`src/rtl/fir_filter_mac_param_pkg.sv`:
```
// Shared definitions for the time-multiplexed FIR filter.
//   fir_state_t : FSM encoding (IDLE / MAC / OUT)
//   acc_width   : accumulator width for given sample/coef widths and tap count
//   coef_one    : largest positive Q1.(COEF_W-1) coefficient, the reset value of h[0]
//   round_sat   : round-half-up, arithmetic shift, then clamp to a signed output range
package fir_filter_mac_param_pkg;

    typedef enum logic [1:0] {
        ST_IDLE = 2'd0,
        ST_MAC  = 2'd1,
        ST_OUT  = 2'd2
    } fir_state_t;

    // Working width for the rounding/saturation helper; wide enough for any
    // sensible DATA_W + COEF_W + log2(TAPS) combination.
    localparam int CALC_W = 64;

    function automatic int acc_width(input int data_w, input int coef_w, input int taps);
        return data_w + coef_w + $clog2(taps);
    endfunction

    function automatic logic [CALC_W-1:0] coef_one(input int coef_w);
        return (64'd1 << (coef_w - 1)) - 64'd1;
    endfunction

    // Adds half an LSB of the output scale before the arithmetic shift so the
    // result rounds to nearest (ties towards +inf), then clamps instead of wrapping.
    function automatic logic signed [CALC_W-1:0] round_sat(
        input logic signed [CALC_W-1:0] acc,
        input int                       shift,
        input int                       out_w
    );
        logic signed [CALC_W-1:0] r;
        logic signed [CALC_W-1:0] hi;
        logic signed [CALC_W-1:0] lo;
        r  = acc;
        if (shift > 0) begin
            r = (acc + (64'sd1 <<< (shift - 1))) >>> shift;
        end
        hi = (64'sd1 <<< (out_w - 1)) - 64'sd1;
        lo = -(64'sd1 <<< (out_w - 1));
        if (r > hi) begin
            r = hi;
        end else if (r < lo) begin
            r = lo;
        end
        return r;
    endfunction

endpackage

```
`src/rtl/fir_filter_mac_param_mac.sv`:
```
// Registered signed multiply-accumulate used once per tap.
//   clk, reset : clock, asynchronous active-low reset
//   clr        : load accumulator with zero (wins over en)
//   en         : accumulate x*h this cycle
//   x, h       : signed sample and coefficient
//   acc        : signed running sum
module fir_filter_mac_param_mac #(
    parameter int DATA_W = 16,
    parameter int COEF_W = 16,
    parameter int ACC_W  = 35
) (
    input  logic                     clk,
    input  logic                     reset,
    input  logic                     clr,
    input  logic                     en,
    input  logic signed [DATA_W-1:0] x,
    input  logic signed [COEF_W-1:0] h,
    output logic signed [ACC_W-1:0]  acc
);

    localparam int PROD_W = DATA_W + COEF_W;

    logic signed [PROD_W-1:0] prod;

    assign prod = x * h;

    always_ff @(posedge clk or negedge reset) begin
        if (!reset) begin
            acc <= '0;
        end else if (clr) begin
            acc <= '0;
        end else if (en) begin
            acc <= acc + ACC_W'(prod);
        end
    end

endmodule

```
`src/rtl/fir_filter_mac_param.sv`:
```
// Parametrised FIR filter with one shared multiplier stepped over TAPS cycles.
//   clk, reset           : clock, asynchronous active-low reset
//   in_valid / in_ready  : sample input handshake, data_in signed DATA_W
//   out_valid / out_ready: result handshake, data_out signed OUT_W
//   coef_we/addr/data    : runtime coefficient write (accepted only in IDLE)
//   coef_err             : one-cycle pulse when a coefficient write is dropped
//   state_dbg            : current FSM state
//
// Handshake: a transfer happens on a rising edge where valid and ready are both 1.
// in_ready is 1 only in IDLE (and never during reset). out_valid, once raised, stays
// high with data_out stable until the edge on which out_ready is 1.
//
// Timing: accept at edge 0, MAC at edges 1..TAPS, result registered and out_valid
// raised at edge TAPS+1.
module fir_filter_mac_param
    import fir_filter_mac_param_pkg::*;
#(
    parameter int DATA_W = 16,
    parameter int COEF_W = 16,
    parameter int TAPS   = 8,
    parameter int OUT_W  = 16,
    parameter int SHIFT  = 15
) (
    input  logic                       clk,
    input  logic                       reset,
    input  logic                       in_valid,
    output logic                       in_ready,
    input  logic signed [DATA_W-1:0]   data_in,
    output logic                       out_valid,
    input  logic                       out_ready,
    output logic signed [OUT_W-1:0]    data_out,
    input  logic                       coef_we,
    input  logic [$clog2(TAPS)-1:0]    coef_addr,
    input  logic signed [COEF_W-1:0]   coef_data,
    output logic                       coef_err,
    output fir_state_t                 state_dbg
);

    localparam int ACC_W = acc_width(DATA_W, COEF_W, TAPS);
    localparam int K_W   = $clog2(TAPS);
    localparam logic [K_W-1:0] K_LAST = K_W'(TAPS - 1);

    fir_state_t state;
    fir_state_t state_next;

    logic accept;
    logic mac_en;
    logic load_out;
    logic out_done;
    logic coef_ok;

    logic [K_W-1:0]            k;
    logic signed [DATA_W-1:0]  x_line [TAPS];
    logic signed [COEF_W-1:0]  h_ram  [TAPS];
    logic signed [ACC_W-1:0]   acc;
    logic signed [CALC_W-1:0]  result;

    assign in_ready  = reset && (state == ST_IDLE);
    assign state_dbg = state;
    assign coef_ok   = (state == ST_IDLE) && (32'(coef_addr) < TAPS);

    // ---------------- FSM ----------------
    always_ff @(posedge clk or negedge reset) begin
        if (!reset) begin
            state <= ST_IDLE;
        end else begin
            state <= state_next;
        end
    end

    // OUT has two phases distinguished by out_valid: first cycle registers the
    // rounded result, then it waits for the downstream handshake.
    always_comb begin
        state_next = state;
        accept     = 1'b0;
        mac_en     = 1'b0;
        load_out   = 1'b0;
        out_done   = 1'b0;
        case (state)
            ST_IDLE: begin
                if (in_valid) begin
                    accept     = 1'b1;
                    state_next = ST_MAC;
                end
            end
            ST_MAC: begin
                mac_en = 1'b1;
                if (k == K_LAST) begin
                    state_next = ST_OUT;
                end
            end
            ST_OUT: begin
                if (!out_valid) begin
                    load_out = 1'b1;
                end else if (out_ready) begin
                    out_done   = 1'b1;
                    state_next = ST_IDLE;
                end
            end
            default: begin
                state_next = ST_IDLE;
            end
        endcase
    end

    // ---------------- tap counter ----------------
    always_ff @(posedge clk or negedge reset) begin
        if (!reset) begin
            k <= '0;
        end else if (accept) begin
            k <= '0;
        end else if (mac_en) begin
            k <= k + K_W'(1);
        end
    end

    // ---------------- delay line ----------------
    always_ff @(posedge clk or negedge reset) begin
        if (!reset) begin
            for (int i = 0; i < TAPS; i++) begin
                x_line[i] <= '0;
            end
        end else if (accept) begin
            x_line[0] <= data_in;
            for (int i = 1; i < TAPS; i++) begin
                x_line[i] <= x_line[i-1];
            end
        end
    end

    // ---------------- coefficient registers ----------------
    // A write coincident with acceptance lands at edge 0, before the first MAC
    // cycle reads h[0], so it applies to that sample.
    always_ff @(posedge clk or negedge reset) begin
        if (!reset) begin
            for (int i = 0; i < TAPS; i++) begin
                if (i == 0) begin
                    h_ram[i] <= COEF_W'(coef_one(COEF_W));
                end else begin
                    h_ram[i] <= '0;
                end
            end
            coef_err <= 1'b0;
        end else begin
            coef_err <= coef_we && !coef_ok;
            if (coef_we && coef_ok) begin
                h_ram[coef_addr] <= coef_data;
            end
        end
    end

    // ---------------- multiply-accumulate ----------------
    fir_filter_mac_param_mac #(
        .DATA_W (DATA_W),
        .COEF_W (COEF_W),
        .ACC_W  (ACC_W)
    ) u_mac (
        .clk   (clk),
        .reset (reset),
        .clr   (accept),
        .en    (mac_en),
        .x     (x_line[k]),
        .h     (h_ram[k]),
        .acc   (acc)
    );

    // ---------------- output stage ----------------
    assign result = round_sat(CALC_W'(acc), SHIFT, OUT_W);

    always_ff @(posedge clk or negedge reset) begin
        if (!reset) begin
            out_valid <= 1'b0;
            data_out  <= '0;
        end else if (load_out) begin
            out_valid <= 1'b1;
            data_out  <= result[OUT_W-1:0];
        end else if (out_done) begin
            out_valid <= 1'b0;
        end
    end

endmodule

```
`config.mk`:
```
export PLATFORM = sky130hd
export DESIGN_NAME = fir_filter_mac_param
export DESIGN_NICKNAME = d
export VERILOG_FILES = /design/src/rtl/fir_filter_mac_param_pkg.sv /design/src/rtl/fir_filter_mac_param_mac.sv /design/src/rtl/fir_filter_mac_param.sv
export SDC_FILE = /design/constraint.sdc
export NUM_CORES = 1
export LEC_CHECK = 0
export BUFFER_PORTS_ARGS = -buffer_cell sky130_fd_sc_hd__buf_2
export CORE_MARGIN = 2
export CORE_UTILIZATION = 45
export DETAILED_ROUTE_END_ITERATION = 12
export GPL_ROUTABILITY_DRIVEN = 0
export GPL_TIMING_DRIVEN = 1
export HOLD_SLACK_MARGIN = 0.08
export PLACE_DENSITY_LB_ADDON = 0.25
export SYNTH_ARGS = -nofsm -noshare
export SYNTH_HDL_FRONTEND = slang
export SYNTH_SLANG_ARGS = --single-unit
```
`constraint.sdc`:
```
create_clock -name clk -period 13.08 [get_ports clk]
set_clock_uncertainty 0.15 [all_clocks]
set_input_delay 1.962 -clock clk [delete_from_list [all_inputs] [get_ports clk]]
set_output_delay 1.962 -clock clk [all_outputs]
set_load 0.05 [all_outputs]
```
==> flow_results.org <==
** Detailed routing
- DRC :: 0
- Number of vias after detailed routing :: 16.4k
- Via density per instance :: 5.38
- 1st-pass router iterations :: 5
- Dividing the detail-routed wire length by the instance count gives 19.8 um.
- For this block, the initial DRC count from the detailed router was 1003.
- Count of nets left with antenna violations after detail routing :: 0
- Wire length reported by the detailed router :: 60300 um

** Setup path
- CP startpoint kind :: flop
- Crit Path Category :: reg2reg
- Of all nets on the critical path, the largest fanout is 34.
- In this run the register-to-register setup slack is 3.62 ns.
- CP Capture Type :: flop
- Data on the critical path arrives at its endpoint at 9.75 ns.
- Endpoint required time on the critical path :: 13.37 ns

** Timing
- Crit share post-route :: 0.723
- Setup repair after global routing missed its margin :: false
- Final hold vios :: 0
- Timing would allow up to 106 MHz.
- Max_slew headroom :: 0.277
- Setup violations, final :: 0
- Final Max Slew Viols :: 0
- Transition time at the pin with the least slew margin :: 1.05 ns
- Total Negative Setup Slacks :: 0 ns
- Clock period minus worst slack :: 9.46 ns

** Synthesis
- Post-synthesis instance total :: 2213
- Counting flops with an async set or reset pin after synthesis yields a share of 1.00.
- Synthesis warning total :: 0
- Mean instance size in the synthesized netlist :: 11.5 um2
- Yosys mapped the design onto 68 distinct sky130hd cell types.
- Synthesized netlist net count :: 2670
- The synthesized netlist occupies a cell area of 0.0255 mm2.
- Number of enable flip-flop cells after synthesis :: 0
- Number of synthesized register bits :: 314
- Dominant register cell in the synthesized netlist :: sky130_fd_sc_hd__dfrtp_1
- Sequential element share of the synthesized area :: 0.309

** Floorplanning
- The floorplan step defined a core boundary enclosing 0.0562 mm2.
- Die Span Y :: 242 um
- The floorplan has 87 rows.
- The initial utilization of the core area, before any placement, comes to 0.453.
- The floorplan step set the die width to 242 um.
- Number of ports placed on the die boundary :: 61
- The die covers 0.0585 mm2.

** Final layout
- In the final layout, the share of cells above drive strength 1 is 0.234.
- Top library cells by usage in the layout, fill and taps aside :: sky130_fd_sc_hd__inv_1 (383), sky130_fd_sc_hd__fa_1 (310), sky130_fd_sc_hd__dfrtp_1 (296)
- The library cell used most frequently in the layout, excluding fill and tap cells, is sky130_fd_sc_hd__inv_1.
- In the final design database the tool counted 2711 nets.
- Antenna diode instance count :: 0
- From synthesis to final layout, the design area changed by 9.56%.

** Clocking
- Worst-case clock buffer depth :: 3
- Maximum level of the CTS H-tree :: 2
- In this run the clock root is driven by a sky130_fd_sc_hd__clkbuf_16.
- The clock reaches the later pin of the worst-skew pair after 0.58 ns.
- TritonCTS built the clock tree.
- Post-CTS setup buffers :: 0
- The tree built by TritonCTS fans out to 314 sinks.
- Post-cts resize count :: 0
- In this run, post-CTS hold repair placed 0 buffers.
- Number of buffers added by the clock tree synthesis step :: 38
- Clock-pin transition on the worst setup and hold timing paths :: 0.06 ns

** Global route
- GR Util All Layers :: 0.215
- The first global-routing pass estimated 98800 um of wire.
- Residual overflow from global routing :: 0
- Antenna violations before repair :: 1
- The number of global-route vias before repair was 17.8k.
- Maximum number of pins on one net before global-route repair :: 166

** Placement
- The HPWL after detailed placement is 44100 um.
- Count of buffers inserted at the top-level ports :: 60

** Worst hold path
- Hold crit path type :: reg2reg

** Run
- Max-cap violations in this run came to 0.

** Outcome
- Status :: complete, no violations
logic make-up after synthesis:
group           Yosys count  synth area share
buf+inv                 465            0.0696
simple gates            439            0.0734
fa+ha+maj               417             0.296
mux                     372             0.191
flops                   314             0.309
compound gates          158            0.0437
xor+xnor                 48            0.0165
cell usage after synthesis (6+ instances only):
cell type,instances,area [um2]
sky130_fd_sc_hd__nand2_1,203,762
sky130_fd_sc_hd__dfrtp_1,299,7480
sky130_fd_sc_hd__o21a_1,7,52.6
sky130_fd_sc_hd__nor3_1,12,60.1
sky130_fd_sc_hd__o21bai_1,7,52.6
sky130_fd_sc_hd__o22ai_1,11,68.8
sky130_fd_sc_hd__o21ai_0,42,210
sky130_fd_sc_hd__mux2i_1,28,280
sky130_fd_sc_hd__dfstp_2,15,394
sky130_fd_sc_hd__xnor2_1,32,280
sky130_fd_sc_hd__xor2_1,16,140
sky130_fd_sc_hd__nor2b_1,7,43.8
sky130_fd_sc_hd__inv_1,383,1440
sky130_fd_sc_hd__nand3_1,11,55.1
sky130_fd_sc_hd__a211oi_1,6,45.0
sky130_fd_sc_hd__ha_1,107,1340
sky130_fd_sc_hd__and2_1,6,37.5
sky130_fd_sc_hd__or3_1,6,37.5
sky130_fd_sc_hd__and3_1,7,43.8
sky130_fd_sc_hd__o211ai_1,13,97.6
sky130_fd_sc_hd__buf_1,11,41.3
sky130_fd_sc_hd__a21oi_1,24,120
sky130_fd_sc_hd__o211ai_2,10,125
sky130_fd_sc_hd__fa_1,310,6210
sky130_fd_sc_hd__mux2_2,279,3140
sky130_fd_sc_hd__a31oi_1,8,50.1
sky130_fd_sc_hd__a21o_1,9,67.6
sky130_fd_sc_hd__mux4_2,64,1440
sky130_fd_sc_hd__nor2_1,160,601
sky130_fd_sc_hd__clkbuf_1,64,240
worst paths after layout:
| check | startpoint | to | depth (start not counted) |
|---|---|---|---|
| max in group asynchronous | reset | k[0] | 2 |
| setup reg to reg | k[0] | u_mac.acc[22] | 23 |
| min in group asynchronous | reset | x_line[112] | 1 |
| hold / removal | data_out[9] | data_out[9] | 2 |
| hold reg to reg | data_out[9] | data_out[9] | 2 |
| setup / recovery | k[0] | u_mac.acc[22] | 23 |
worst max-delay path, cell delays in order, from the launching register on:
cell and delay, ns:
sky130_fd_sc_hd__dfrtp_4 0.87, sky130_fd_sc_hd__buf_4 0.68, sky130_fd_sc_hd__mux4_2 0.60, sky130_fd_sc_hd__mux2i_1 0.84, sky130_fd_sc_hd__nor2_1 0.18, sky130_fd_sc_hd__fa_1 0.57
sky130_fd_sc_hd__inv_1 0.05, sky130_fd_sc_hd__fa_1 0.46, sky130_fd_sc_hd__fa_1 0.52, sky130_fd_sc_hd__inv_1 0.06, sky130_fd_sc_hd__fa_1 0.49, sky130_fd_sc_hd__fa_1 0.50
sky130_fd_sc_hd__inv_1 0.06, sky130_fd_sc_hd__fa_1 0.53, sky130_fd_sc_hd__inv_1 0.04, sky130_fd_sc_hd__ha_1 0.35, sky130_fd_sc_hd__and3_1 0.24, sky130_fd_sc_hd__a221o_1 0.36
sky130_fd_sc_hd__a21oi_1 0.44, sky130_fd_sc_hd__a31oi_1 0.19, sky130_fd_sc_hd__o2111a_1 0.27, sky130_fd_sc_hd__o31a_1 0.28, sky130_fd_sc_hd__or3_1 0.31, sky130_fd_sc_hd__a32o_1 0.24
area by class of cell:
type                       count  area, um2
clock buffer                  51       1090
clock inverter                18        231
fill                        5029      28300
inverter                     383       1440
multi-input combinational   1434      15800
sequential                   314       7880
tap                          756        946
timing repair buffer          83        495
sequential cells by signal (all words and copies together) (netlist names):
register	cells
h_ram	128
x_line	128
u_mac.acc	35
data_out	16
k	3
state_dbg	2
coef_err	1
out_valid	1
stage by stage:
stage                     utilization  cells  setup slack [ns]  hold WS (ns)  area [um2]
final                           0.497   3039              3.62         0.339       27900
after global routing            0.497   3039              3.28         0.357       27900
after CTS                       0.497   3039              3.69         0.344       27900
after detailed placement        0.473   2970              3.65         0.330       26600
after global placement          0.473   2970              3.81         0.325       26600
after floorplan                     -   2213              4.88         0.306       25500
layer usage:
layer / track usage / part of all wire / routed length, um / vias to the layer above
li1: - / - / - / 7282
met1: 0.290 / 0.43 / 26200 / 8473
met2: 0.355 / 0.48 / 28700 / 486
met3: 0.0430 / 0.064 / 3850 / 111
met4: 0.0579 / 0.026 / 1590 / 2
met5: 0 / 0.00018 / 11 / -
Power is left out: the tool's default activity adds up to more than one toggle a clock period on the data nets, which glitch-free logic cannot reach.
